File: src/rtl/pipe_hazard_ctrl_pkg.sv
// rtl/pipe_hazard_ctrl_pkg.sv - shared hazard-control state encodings and pipeline NOP constant
package pipe_hazard_ctrl_pkg;

  localparam logic [1:0]  HAZ_ST_RUN     = 2'd0;
  localparam logic [1:0]  HAZ_ST_FLUSH2  = 2'd1;
  localparam logic [1:0]  HAZ_ST_MEMWAIT = 2'd2;

  // Instruction loaded into IF/ID when it is flushed (addi x0, x0, 0).
  localparam logic [31:0] HAZ_NOP_INSN   = 32'h0000_0013;

  typedef enum logic [1:0] {
    ST_RUN     = HAZ_ST_RUN,
    ST_FLUSH2  = HAZ_ST_FLUSH2,
    ST_MEMWAIT = HAZ_ST_MEMWAIT
  } haz_state_e;

endpackage

File: src/rtl/pipe_hazard_ctrl_ldu_detect.sv
// rtl/pipe_hazard_ctrl_ldu_detect.sv - combinational load-use hazard comparator (module haz_ldu_detect)
module haz_ldu_detect (
  input  logic       ex_is_load,
  input  logic       ex_wen,
  input  logic [4:0] ex_rd,
  input  logic [4:0] id_rs1,
  input  logic [4:0] id_rs2,
  input  logic       id_rs1_used,
  input  logic       id_rs2_used,
  output logic       hazard
);

  logic rs1_hit;
  logic rs2_hit;

  assign rs1_hit = id_rs1_used && (id_rs1 == ex_rd);
  assign rs2_hit = id_rs2_used && (id_rs2 == ex_rd);
  // x0 is never really written, so a load targeting it cannot create a hazard.
  assign hazard  = ex_is_load && ex_wen && (ex_rd != 5'd0) && (rs1_hit || rs2_hit);

endmodule

File: src/rtl/pipe_hazard_ctrl.sv
// rtl/pipe_hazard_ctrl.sv - pipeline stall/flush/redirect control; HAZ_PERF_CNT_EN adds perf counters
module pipe_hazard_ctrl
  import pipe_hazard_ctrl_pkg::*;
(
  input  logic        clk,
  input  logic        rst_n,
  input  logic [4:0]  id_rs1,
  input  logic [4:0]  id_rs2,
  input  logic        id_rs1_used,
  input  logic        id_rs2_used,
  input  logic [4:0]  ex_rd,
  input  logic        ex_wen,
  input  logic        ex_is_load,
  input  logic        ex_redirect,
  input  logic [63:0] ex_redirect_pc,
  input  logic        mem_busy,
  output logic        pc_stall,
  output logic        if_id_stall,
  output logic        if_id_flush,
  output logic        id_ex_stall,
  output logic        id_ex_bubble,
  output logic        ex_mem_stall,
  output logic        pc_redirect_en,
  output logic [63:0] pc_redirect_val
`ifdef HAZ_PERF_CNT_EN
  ,
  output logic [31:0] perf_stall_cnt,
  output logic [31:0] perf_flush_cnt
`endif
);

  haz_state_e  state;
  haz_state_e  nxt_state;
  logic        pend_v;
  logic        nxt_pend_v;
  logic [63:0] pend_pc;
  logic [63:0] nxt_pend_pc;
  logic        ret_flush;
  logic        nxt_ret_flush;
  logic        ldu_hazard;

  haz_ldu_detect u_ldu (
    .ex_is_load  (ex_is_load),
    .ex_wen      (ex_wen),
    .ex_rd       (ex_rd),
    .id_rs1      (id_rs1),
    .id_rs2      (id_rs2),
    .id_rs1_used (id_rs1_used),
    .id_rs2_used (id_rs2_used),
    .hazard      (ldu_hazard)
  );

  always_ff @(posedge clk or negedge rst_n) begin
    if (!rst_n) begin
      state     <= ST_RUN;
      pend_v    <= 1'b0;
      pend_pc   <= 64'h0;
      ret_flush <= 1'b0;
    end else begin
      state     <= nxt_state;
      pend_v    <= nxt_pend_v;
      pend_pc   <= nxt_pend_pc;
      ret_flush <= nxt_ret_flush;
    end
  end

  always_comb begin
    nxt_state       = state;
    nxt_pend_v      = pend_v;
    nxt_pend_pc     = pend_pc;
    nxt_ret_flush   = ret_flush;
    pc_stall        = 1'b0;
    if_id_stall     = 1'b0;
    if_id_flush     = 1'b0;
    id_ex_stall     = 1'b0;
    id_ex_bubble    = 1'b0;
    ex_mem_stall    = 1'b0;
    pc_redirect_en  = 1'b0;
    pc_redirect_val = 64'h0;

    unique case (state)
      ST_RUN: begin
        if (mem_busy) begin
          pc_stall      = 1'b1;
          if_id_stall   = 1'b1;
          id_ex_stall   = 1'b1;
          ex_mem_stall  = 1'b1;
          nxt_state     = ST_MEMWAIT;
          nxt_ret_flush = 1'b0;
          // The frozen branch is remembered and redirected once memory is ready.
          if (ex_redirect) begin
            nxt_pend_v  = 1'b1;
            nxt_pend_pc = ex_redirect_pc;
          end
        end else if (ex_redirect) begin
          pc_redirect_en  = 1'b1;
          pc_redirect_val = ex_redirect_pc;
          if_id_flush     = 1'b1;
          id_ex_bubble    = 1'b1;
          nxt_state       = ST_FLUSH2;
        end else if (ldu_hazard) begin
          pc_stall     = 1'b1;
          if_id_stall  = 1'b1;
          id_ex_bubble = 1'b1;
        end
      end

      ST_MEMWAIT: begin
        if (mem_busy) begin
          pc_stall     = 1'b1;
          if_id_stall  = 1'b1;
          id_ex_stall  = 1'b1;
          ex_mem_stall = 1'b1;
        end else if (pend_v) begin
          pc_redirect_en  = 1'b1;
          pc_redirect_val = pend_pc;
          if_id_flush     = 1'b1;
          id_ex_bubble    = 1'b1;
          nxt_pend_v      = 1'b0;
          nxt_pend_pc     = 64'h0;
          nxt_state       = ST_FLUSH2;
        end else if (ret_flush) begin
          // The wait interrupted a FLUSH2 whose squash has not happened yet.
          nxt_ret_flush = 1'b0;
          nxt_state     = ST_FLUSH2;
        end else begin
          nxt_state = ST_RUN;
        end
      end

      ST_FLUSH2: begin
        if (mem_busy) begin
          pc_stall      = 1'b1;
          if_id_stall   = 1'b1;
          id_ex_stall   = 1'b1;
          ex_mem_stall  = 1'b1;
          nxt_ret_flush = 1'b1;
          nxt_state     = ST_MEMWAIT;
        end else begin
          if_id_flush = 1'b1;
          nxt_state   = ST_RUN;
        end
      end

      default: begin
        nxt_state = ST_RUN;
      end
    endcase

    if (!rst_n) begin
      pc_stall        = 1'b0;
      if_id_stall     = 1'b0;
      if_id_flush     = 1'b0;
      id_ex_stall     = 1'b0;
      id_ex_bubble    = 1'b0;
      ex_mem_stall    = 1'b0;
      pc_redirect_en  = 1'b0;
      pc_redirect_val = 64'h0;
    end
  end

`ifdef HAZ_PERF_CNT_EN
  always_ff @(posedge clk or negedge rst_n) begin
    if (!rst_n) begin
      perf_stall_cnt <= 32'h0;
      perf_flush_cnt <= 32'h0;
    end else begin
      if (pc_stall && (perf_stall_cnt != 32'hFFFF_FFFF)) begin
        perf_stall_cnt <= perf_stall_cnt + 32'd1;
      end
      if (if_id_flush && (perf_flush_cnt != 32'hFFFF_FFFF)) begin
        perf_flush_cnt <= perf_flush_cnt + 32'd1;
      end
    end
  end
`endif

endmodule

File: config.mk
export PLATFORM = sky130hd
export DESIGN_NAME = pipe_hazard_ctrl
export DESIGN_NICKNAME = d
export VERILOG_FILES = /design/src/rtl/pipe_hazard_ctrl_pkg.sv /design/src/rtl/pipe_hazard_ctrl_ldu_detect.sv /design/src/rtl/pipe_hazard_ctrl.sv
export SDC_FILE = /design/constraint.sdc
export NUM_CORES = 1
export LEC_CHECK = 0
export ABC_AREA = 1
export BUFFER_PORTS_ARGS = -buffer_cell sky130_fd_sc_hd__buf_2
export CORE_MARGIN = 5
export CORE_UTILIZATION = 54
export CTS_CLUSTER_SIZE = 20
export DETAILED_ROUTE_END_ITERATION = 16
export GPL_TIMING_DRIVEN = 0
export PLACE_DENSITY = 0.83
export SYNTH_ARGS = -nofsm -noshare
export SYNTH_HDL_FRONTEND = slang
export SYNTH_SLANG_ARGS = --single-unit
File: constraint.sdc
create_clock -name clk -period 4.3 [get_ports clk]
set_clock_uncertainty 0.1 [all_clocks]
set_input_delay 0.43 -clock clk [delete_from_list [all_inputs] [get_ports clk]]
set_output_delay 0.43 -clock clk [all_outputs]
set_load 0.005 [all_outputs]
==> impl_metrics.py, run 1 <==
metrics = {
    "status": {
        "outcome": "finished clean",
    },
    "placement": {
        "io_buffers": 157,
        "place_inst": 872,
        "place.gp.congestion": 0.8790,
        "dpl.hpwl_mm": 9.663,
    },
    "timing": {
        "finalSetupViolations": 0,
        "min_period_ps": 3009,
        "max_slew_margin": 0.4147,
        "timing.fmax_ghz": 0.3323,
        "hold_viol": 0,
        "slew_viol_final": 0,
        "timing.hold.ws_ps": 99.07,
        "rsz0062_at_grt": "false",
        "worst_pin_slew_ps": 878.0,
        "finalCritPeriodShare": 0.6999,
        "fin_tns_setup_ps": 0,
    },
    "synthesis": {
        "syn_area_um2": 4365,
        "synth_warnings": 0,
        "seq_area_frac_synth": 0.3898,
        "synth_cell_type_count": 25,
        "synth_ff_type": "dfrtp_1",
        "synthArstFlopShare": 1.000,
        "syn_nets": 704,
        "synth_edf_count": 0,
        "avgSynthCellArea_um2": 7.121,
        "synth_cells": 613,
        "ys_seq_elements": 68,
    },
    "detailed_routing": {
        "antenna_left": 0,
        "firstDrtPassIters": 5,
        "wl_mm": 13.27,
        "viasPerCell": 5.485,
        "wl_per_cell_um": 14.94,
        "drc_errors": 0,
        "vias": 4871,
        "first_iter_violations": 258,
    },
    "setup_path": {
        "cp_max_fo": 10,
        "r2r_slack_ps": 2240,
        "crit_chain": "inv_1 > ha_1 > inv_1 > nor2_2 > buf_2 > buf_2 > nand3_1 > a21oi_1 > buf_2",
        "rr_startpoint": "state[0]",
        "slowest_stage": "dfrtp_1",
        "arrival_ps": 2480,
        "r2r-end": "pend_pc[47]",
        "worstSetupPathType": "reg2out",
        "cp_common_cell": "buf_2",
        "worstSetupStartpointType": "flip-flop",
        "r2r_cells": 9,
        "max_stage_delay_ps": 420,
        "worstPathRequired_ps": 3770,
        "endpoint_kind": "primary output",
    },
    "floorplanning": {
        "boundaryPins": 158,
        "dieWidth_um": 99.91,
        "placeableCoreArea_um2": 7807,
        "initial_core_util": 0.5591,
        "die-area_um2": 9982,
        "num_rows": 32,
        "chipHeight_um": 99.91,
    },
    "cells_and_area": {
        "fillers": 700,
        "final_common_cell": "buf_2",
        "final_cell_count_no_fill": 888,
        "drive_gt1_frac": 0.2968,
        "areaGrowthSynthToFinish_pct": 24.91,
        "nets": 872,
        "final_cell_mix": "167 x buf_2, 133 x nand3_1, 102 x nand2_1",
    },
    "clock_tree": {
        "htreeDepth": 3,
        "cts_root_buf": "clkbuf_8",
        "clkTransAtPathRegs_ps": 70,
        "cts_buffer_depth": 2,
        "clock_latency_ps": 340,
        "cts_hold_buf": 0,
        "cts_tree": "built",
        "clock-sinks": 68,
        "numCtsBuffers": 9,
        "cts.repair.resized": 0,
        "post_cts_buffers": 0,
    },
    "power": {
        "leakagePower_nw": 2.806,
        "p_total_w": 0.003169,
        "combPwrFrac": 0.497,
        "switching_power_w": 0.001383,
        "seq_power_share": 0.353,
        "clkPwrFrac": 0.149,
        "powerDensity_nw_per_um2": 581.1,
        "swShare": 0.4366,
        "internal-power_w": 0.001785,
        "vdd_ir_drop_max_uv": 292.2,
    },
    "job": {
        "cap_violations": 0,
    },
    "global_routing": {
        "grt_pass1_vias": 4668,
        "grt_usage": 0.2633,
        "grt_pass1_wl_mm": 21.54,
        "grt_max_degree": 70,
        "antenna_found_initial": 2,
        "grt-ovfl-total": 0,
    },
    "worst_hold_path": {
        "hp-class": "in2async",
    },
}
==> flip-flops by register name, summed over array words and instances, names as in the netlist <==
register,cells
pend_pc,64
state,2
pend_v,1
ret_flush,1
==> logic make-up after synthesis <==
| kind of cell | count (synthesis) | share of synthesized area |
|---|---|---|
| AO/OA/AOI/OAI | 140 | 0.1906 |
| AND/OR/NAND/NOR | 257 | 0.2625 |
| adder cells (fa/ha/maj) | 4 | 0.01147 |
| buffers and inverters | 144 | 0.1456 |
| flip-flops | 68 | 0.3898 |
==> critical path, delay by kind of cell (launching register included) <==
kind	cells	cell delay [ps]
compound gates	1	240
fa+ha+maj	1	240
buf+inv	5	970
flops	1	420
simple gates	2	290
==> final cells by class <==
| cell class | count | area [um^2] | area share |
|---|---|---|---|
| Sequential cell | 68 | 1702 | 0.3121 |
| Antenna cell | 1 | 2.502 | 0.0004589 |
| Inverter | 95 | 359.1 | 0.06586 |
| Clock inverter | 2 | 10.01 | 0.001836 |
| Tap cell | 102 | 127.6 | 0.02341 |
| Multi-Input combinational cell | 401 | 2028 | 0.3720 |
| Timing Repair Buffer | 157 | 788.3 | 0.1446 |
| Buffer | 49 | 276.5 | 0.05071 |
| Clock buffer | 13 | 158.9 | 0.02914 |
==> metrics by stage <==
stage	worst slack (ps)	util	cell area [um^2]
6_report	1291	0.6984	5453
2_1_floorplan	2295	-	4365
3_5_place_dp	1289	0.6764	5281
4_1_cts	1290	0.6981	5450
5_1_grt	1060	0.6984	5453
3_3_place_gp	752.3	0.6761	5279
==> synthesized netlist by cell type (4+ instances only) <==
| cell | number | share of area |
|---|---|---|
| nand3_1 | 133 | 0.15 |
| nand2_1 | 102 | 0.088 |
| inv_1 | 92 | 0.079 |
| dfrtp_1 | 68 | 0.39 |
| a21oi_1 | 66 | 0.076 |
| o21ai_0 | 31 | 0.036 |
| o21ai_2 | 30 | 0.060 |
| clkbuf_1 | 18 | 0.015 |
| nor2_1 | 15 | 0.013 |
| buf_2 | 11 | 0.013 |
| buf_4 | 9 | 0.015 |
| o21ai_1 | 8 | 0.0092 |
| buf_6 | 6 | 0.015 |
| buf_1 | 5 | 0.0043 |
| ha_1 | 4 | 0.011 |
==> worst max-delay path by stage <==
stage	startpoint	endpoint	slack, ps	depth (start not counted)
2_1_floorplan	state[0]	pc_redirect_val[24]	2300	8
3_3_place_gp	rst_n	pc_redirect_val[58]	750	6
6_report	state[0]	pc_redirect_val[58]	1290	9
3_5_place_dp	rst_n	pc_redirect_val[60]	1290	6
4_1_cts	rst_n	pc_redirect_val[60]	1290	6
5_1_grt	state[0]	pc_redirect_val[59]	1060	9
==> per-layer routing <==
metal  up-vias  part of all wire  track usage
li1       2334                 -            -
met1      2303              0.41       0.3453
met2       204              0.48       0.4192
met3        28             0.085      0.05976
met4         2             0.025       0.1113
met5         -           0.00098            0
==> power groups by stage <==
stage / sequential (W) / combinational, W / clock [W]
3_3_place_gp: 0.00111 / 0.00150 / 0
3_5_place_dp: 0.00112 / 0.00157 / 0
2_1_floorplan: 0.00108 / 0.00115 / 0
4_1_cts: 0.00112 / 0.00157 / 0.000473
6_report: 0.00112 / 0.00158 / 0.000473
5_1_grt: 0.00116 / 0.00176 / 0.000505
Power figures use the tool's default switching activity.
==> inputs of run 2 (changes only) <==
- ABC_AREA: 1 -> 0
- CORE_UTILIZATION: 54 -> 48
- PLACE_DENSITY: 0.83 -> 0.78
- clock period: 4.3 -> 3.2 ns (I/O delays scaled with it)
==> impl_metrics.py, run 2 <==
metrics = {
    "status": {
        "outcome": "finished, violations left",
        "failed_checks": "negative hold slack",
    },
    "synthesis": {
        "syn_nets": 451,
        "synth_top_area_share": 0.4724,
        "synth_warnings": 0,
        "synthArstFlopShare": 1.000,
        "ys_seq_elements": 68,
        "synth_edf_count": 0,
        "synth_commonest_cells": "74 x nor2_1, 68 x dfrtp_1, 64 x a22o_1, 64 x a22oi_1, 19 x buf_2",
        "synth.most_common_cell": "nor2_1",
        "yosys-top-cells-area": "dfrtp_1 47%, a22o_1 16%, a22oi_1 13%",
        "avgSynthCellArea_um2": 10.01,
        "synth_cell_type_count": 31,
        "seq_area_frac_synth": 0.4724,
        "yosysTopAreaCell": "dfrtp_1",
        "synth_ff_type": "dfrtp_1",
        "syn_area_um2": 3602,
        "synth_cells": 360,
    },
    "detailed_routing": {
        "wl_mm": 10.55,
        "wl_per_cell_um": 16.70,
        "antenna_left": 0,
        "drc_errors": 0,
        "viasPerCell": 5.625,
        "first_iter_violations": 136,
        "firstDrtPassIters": 5,
        "vias": 3555,
    },
    "floorplanning": {
        "chipHeight_um": 96.63,
        "placeableCoreArea_um2": 7292,
        "dieWidth_um": 96.63,
        "boundaryPins": 158,
        "initial_core_util": 0.4940,
        "num_rows": 31,
        "die-area_um2": 9337,
    },
    "power": {
        "clkPwrFrac": 0.210,
        "leakagePower_nw": 2.460,
        "powerDensity_nw_per_um2": 753.6,
        "swShare": 0.3605,
        "seq_power_share": 0.404,
        "vdd_ir_drop_max_uv": 367.9,
        "switching_power_w": 0.001284,
        "internal-power_w": 0.002278,
        "combPwrFrac": 0.386,
    },
    "job": {
        "cap_violations": 0,
    },
    "clock_tree": {
        "post_cts_buffers": 0,
        "cts_tree": "built",
        "clkTransAtPathRegs_ps": 80,
        "cts_root_buf": "clkbuf_8",
        "clock-sinks": 68,
        "cts_hold_buf": 0,
        "numCtsBuffers": 9,
        "cts.repair.resized": 0,
        "htreeDepth": 3,
        "cts_buffer_depth": 2,
        "clock_latency_ps": 340,
    },
    "global_routing": {
        "grt_usage": 0.2224,
        "grt-ovfl-total": 0,
        "grt_pass1_vias": 3513,
        "grt_pass1_wl_mm": 17.40,
        "antenna_found_initial": 0,
        "grt_max_degree": 72,
    },
    "timing": {
        "min_period_ps": 2890,
        "max_slew_margin": 0.4015,
        "hold_viol": 5,
        "timing.fmax_ghz": 0.3460,
        "timing.hold.ws_ps": -9.411,
        "finalCritPeriodShare": 0.9032,
        "rsz0062_at_grt": "false",
        "slew_viol_final": 0,
        "worst_pin_slew_ps": 897.7,
        "fin_tns_setup_ps": 0,
        "finalSetupViolations": 0,
    },
    "setup_path": {
        "worstSetupPathType": "reg2out",
        "arrival_ps": 2470,
        "r2r-end": "pend_pc[44]",
        "r2r_slack_ps": 1120,
        "worstPathRequired_ps": 2780,
        "cp_max_fo": 10,
        "rr_startpoint": "state[0]",
        "endpoint_kind": "primary output",
        "worstSetupStartpointType": "flip-flop",
        "r2r_cells": 7,
    },
    "placement": {
        "io_buffers": 157,
        "place_inst": 616,
        "dpl.hpwl_mm": 7.591,
        "place.gp.congestion": 0.9002,
    },
    "cells_and_area": {
        "final_cell_mix": "175 x buf_2, 74 x nor2_1, 68 x dfrtp_1",
        "final_cell_count_no_fill": 632,
        "nets": 619,
        "fillers": 670,
        "drive_gt1_frac": 0.3809,
        "seqCellArea_um2": 1702,
        "largest_reg_flops": 64,
        "final_common_cell": "buf_2",
        "areaGrowthSynthToFinish_pct": 31.19,
        "regMostFlops": "pend_pc",
        "fin_util": 0.6481,
        "diodes": 0,
        "multi_input_area_um2": 1670,
        "biggestRegsByFlops": "pend_pc x64, state x2",
    },
    "worst_hold_path": {
        "hp-class": "in2async",
    },
}
## run 2: changes by cell type after synthesis, moves of 9 or more
cell	before	now
a22oi_1	0	64
o21ai_2	30	0
nor2_1	15	74
a21oi_1	66	1
nand3_1	133	1
a22o_1	0	64
clkbuf_1	18	9
nand2_1	102	6
inv_1	92	5
o21ai_0	31	8
## run 2: how the worst max path moves through the flow
stage                                endpoint      from  cells after the start
after detailed placement  pc_redirect_val[23]     rst_n                      6
after global placement    pc_redirect_val[23]     rst_n                      6
after CTS                 pc_redirect_val[23]  state[0]                      7
after floorplan           pc_redirect_val[23]  state[0]                      6
after global routing      pc_redirect_val[57]  state[0]                      7
final                     pc_redirect_val[23]  state[0]                      7
## run 2: power by group through the flow
stage	logic (W)	clock network, W	registers, W
finish	0.00137	0.000748	0.00144
global route	0.00153	0.000801	0.00148
CTS	0.00139	0.000756	0.00143
detailed placement	0.00138	0	0.00144
global placement	0.00135	0	0.00142
floorplan	0.000983	0	0.00138
## run 2: kinds of logic after synthesis
group           share of synthesized area
flops                              0.4724
buf+inv                           0.06391
xor+xnor                          0.02432
simple gates                       0.1077
compound gates                     0.3147
mux                              0.003126
fa+ha+maj                         0.01389
## run 2: per-layer routing
layer	global-route usage	vias to the layer above	part of all wire
li1	-	1683	-
met1	0.2952	1733	0.44
met2	0.3599	129	0.48
met3	0.06043	10	0.064
met4	0.05940	0	0.0097
met5	0	-	0
## run 2: cell type report
type	instances	area share
buffer	36	0.04501
clock buffer	11	0.03204
clock inverter	5	0.01244
inverter	5	0.003971
multi-input combinational	251	0.3535
sequential	68	0.3601
tap	99	0.02621
timing repair buffer	157	0.1668
## run 2: critical path, stage by stage, from the launching register on
cell      delay, ps
dfrtp_1         400
inv_1            80
ha_1            280
o21ai_0         380
clkbuf_2        340
clkbuf_1        370
nor2_1          130
buf_2           150
## run 2: stage by stage
stage	setup slack [ps]	area [um^2]	hold WS, ps	total power (W)
after global routing	120.3	4726	52.49	0.003808
after floorplan	1179	3602	-75.59	0.002366
after detailed placement	297.0	4514	381.9	0.002812
final	309.7	4726	-9.411	0.003561
after global placement	-314.9	4512	382.0	0.002772
after CTS	79.30	4725	29.81	0.003572
==> inputs of run 3 (changes only) <==
- CORE_ASPECT_RATIO: not set -> 0.9
- CTS_CLUSTER_SIZE: 20 -> 24
- RECOVER_POWER: not set -> 25
==> impl_metrics.py, run 3 (synthesized netlist as in run 2, its figures left out) <==
metrics = {
    "clock_tree": {
        "cts_root_buf": "clkbuf_8",
        "numCtsBuffers": 9,
        "post_cts_buffers": 0,
        "htreeDepth": 3,
        "clock-sinks": 68,
        "clock_latency_ps": 320,
        "cts_tree": "built",
        "cts_buffer_depth": 2,
        "clkTransAtPathRegs_ps": 80,
    },
    "setup_path": {
        "crit_chain": "inv_1 > ha_1 > nor2b_1 > and2_1 > buf_2 > buf_2 > a22oi_1 > nor2_1 > buf_2",
        "cp_common_cell": "buf_2",
        "endpoint_kind": "primary output",
        "cp_max_fo": 10,
        "worstSetupPathType": "reg2out",
        "worstPathRequired_ps": 2780,
        "critPathTopFamily": "buffers and inverters",
        "worstSetupStartpointType": "flip-flop",
        "max_stage_delay_ps": 410,
        "slowest_stage": "dfrtp_1",
        "path_buf_inv": 4,
        "arrival_ps": 2380,
    },
    "timing": {
        "min_period_ps": 2798,
        "fin_tns_setup_ps": 0,
        "slew_viol_final": 0,
        "max_slew_margin": 0.4142,
        "rsz0062_at_grt": "false",
        "hold_viol": 1,
        "finalSetupViolations": 0,
        "finalCritPeriodShare": 0.8745,
        "worst_pin_slew_ps": 878.8,
        "timing.fmax_ghz": 0.3574,
        "timing.hold.ws_ps": -0.2446,
    },
    "detailed_routing": {
        "first_iter_violations": 198,
        "maxUsedRoutingLayer": "met4",
        "wl_per_cell_um": 16.16,
        "wl_met1_mm": 4.448,
        "viasPerCell": 5.534,
        "drc_errors": 0,
        "met2_length_mm": 4.909,
        "route.met3.wl_um": 581,
        "vias": 3481,
        "antenna_left": 0,
        "firstDrtPassIters": 4,
        "wl_mm": 10.16,
    },
    "placement": {
        "place_inst": 613,
        "dpl.hpwl_mm": 7.415,
        "io_buffers": 157,
        "place.gp.congestion": 0.8924,
    },
    "power": {
        "leakagePower_nw": 2.456,
        "powerDensity_nw_per_um2": 744.7,
        "combPwrFrac": 0.391,
        "switching_power_w": 0.001256,
        "clkPwrFrac": 0.199,
        "seq_power_share": 0.410,
        "swShare": 0.3577,
        "vdd_ir_drop_max_uv": 329.6,
        "internal-power_w": 0.002254,
    },
    "cells_and_area": {
        "areaGrowthSynthToFinish_pct": 30.84,
        "drive_gt1_frac": 0.3809,
        "final_cell_count_no_fill": 629,
        "final_cell_mix": "175 x buf_2, 74 x nor2_1, 68 x dfrtp_1",
        "nets": 619,
        "regMostFlops": "pend_pc",
        "largest_reg_flops": 64,
        "biggestRegsByFlops": "pend_pc x64, state x2",
        "fillers": 655,
        "diodes": 0,
        "fin_util": 0.6342,
        "final_common_cell": "buf_2",
    },
    "floorplanning": {
        "dieWidth_um": 101.3,
        "initial_core_util": 0.4847,
        "num_rows": 30,
        "chipHeight_um": 92.19,
        "boundaryPins": 158,
        "placeableCoreArea_um2": 7432,
        "die-area_um2": 9340,
    },
    "global_routing": {
        "grt_max_degree": 72,
        "grt_pass1_wl_mm": 16.02,
        "grt_pass1_vias": 3378,
        "grt-ovfl-total": 0,
        "antenna_found_initial": 0,
        "grt_usage": 0.2120,
    },
    "job": {
        "cap_violations": 0,
    },
    "status": {
        "outcome": "finished, violations left",
        "failed_checks": "negative hold slack",
    },
    "worst_hold_path": {
        "hp-class": "in2async",
    },
}
==> run 3: cell types whose count changed in the layout (fill, tap and decap cells not counted) <==
| cell | previous run | this run |
|---|---|---|
| clkbuf_8 | 11 | 10 |
| clkinv_2 | 1 | 2 |
| clkinv_4 | 0 | 1 |
| inv_6 | 1 | 0 |
==> run 3: worst register-to-register path: cells and delay by family (launching register included) <==
family / cells / cell delay (ps)
and+or+nand+nor: 2 / 390
buffers and inverters: 3 / 490
DFF: 1 / 410
AOI/OAI and AO/OA: 1 / 260
adders and majority gates: 1 / 270
==> run 3: what timing repair did <==
item / in CTS / in global routing
hold buffers: 0 / 0
endpoints found under the setup margin: 0 / 2
resized for setup: 0 / 2
==> run 3: final timing paths <==
kind | slack (ps) | startpoint | cells past startpoint | to
min in group clk | 130 | ex_redirect_pc[53] | 2 | pend_pc[53]
worst min register to register | 400 | pend_pc[53] | 1 | pend_pc[53]
worst max-delay path | 400 | state[1] | 9 | pc_redirect_val[54]
worst max register to register | 1160 | state[0] | 7 | pend_pc[12]
max in group asynchronous | 2410 | rst_n | 1 | pend_pc[7]
worst min-delay path | -0.2 | rst_n | 1 | pend_pc[36]
==> run 3: final cells by class <==
class	instances	area [um^2]	share of cell area
Sequential cell	68	1702	0.3610
Multi-Input combinational cell	251	1670	0.3544
Timing Repair Buffer	157	788.3	0.1672
Buffer	36	212.7	0.04513
Clock buffer	10	137.6	0.02920
Tap cell	96	120.1	0.02548
Clock inverter	6	63.81	0.01354
Inverter	5	18.77	0.003982
==> run 3: power groups by stage <==
stage	Clock, W	Sequential [W]	Combinational [W]
2_1_floorplan	0	0.00138	0.000983
3_3_place_gp	0	0.00143	0.00134
3_5_place_dp	0	0.00143	0.00137
4_1_cts	0.000719	0.00143	0.00138
5_1_grt	0.000767	0.00147	0.00151
6_report	0.000700	0.00144	0.00137
==> run 3: per-stage QoR <==
stage | power (W) | setup WS [ps] | cell area (um^2)
6_report | 0.003510 | 401.6 | 4713
3_5_place_dp | 0.002808 | 396.2 | 4511
4_1_cts | 0.003525 | 232.9 | 4712
5_1_grt | 0.003753 | 166.7 | 4713
3_3_place_gp | 0.002762 | -180.7 | 4508
2_1_floorplan | 0.002366 | 1179 | 3602
==> run 3: per-layer routing <==
| layer | track usage | up-vias |
|---|---|---|
| met5 | 0 | - |
| met1 | 0.2864 | 1665 |
| li1 | - | 1677 |
| met2 | 0.3415 | 121 |
| met4 | 0.08084 | 0 |
| met3 | 0.03194 | 18 |
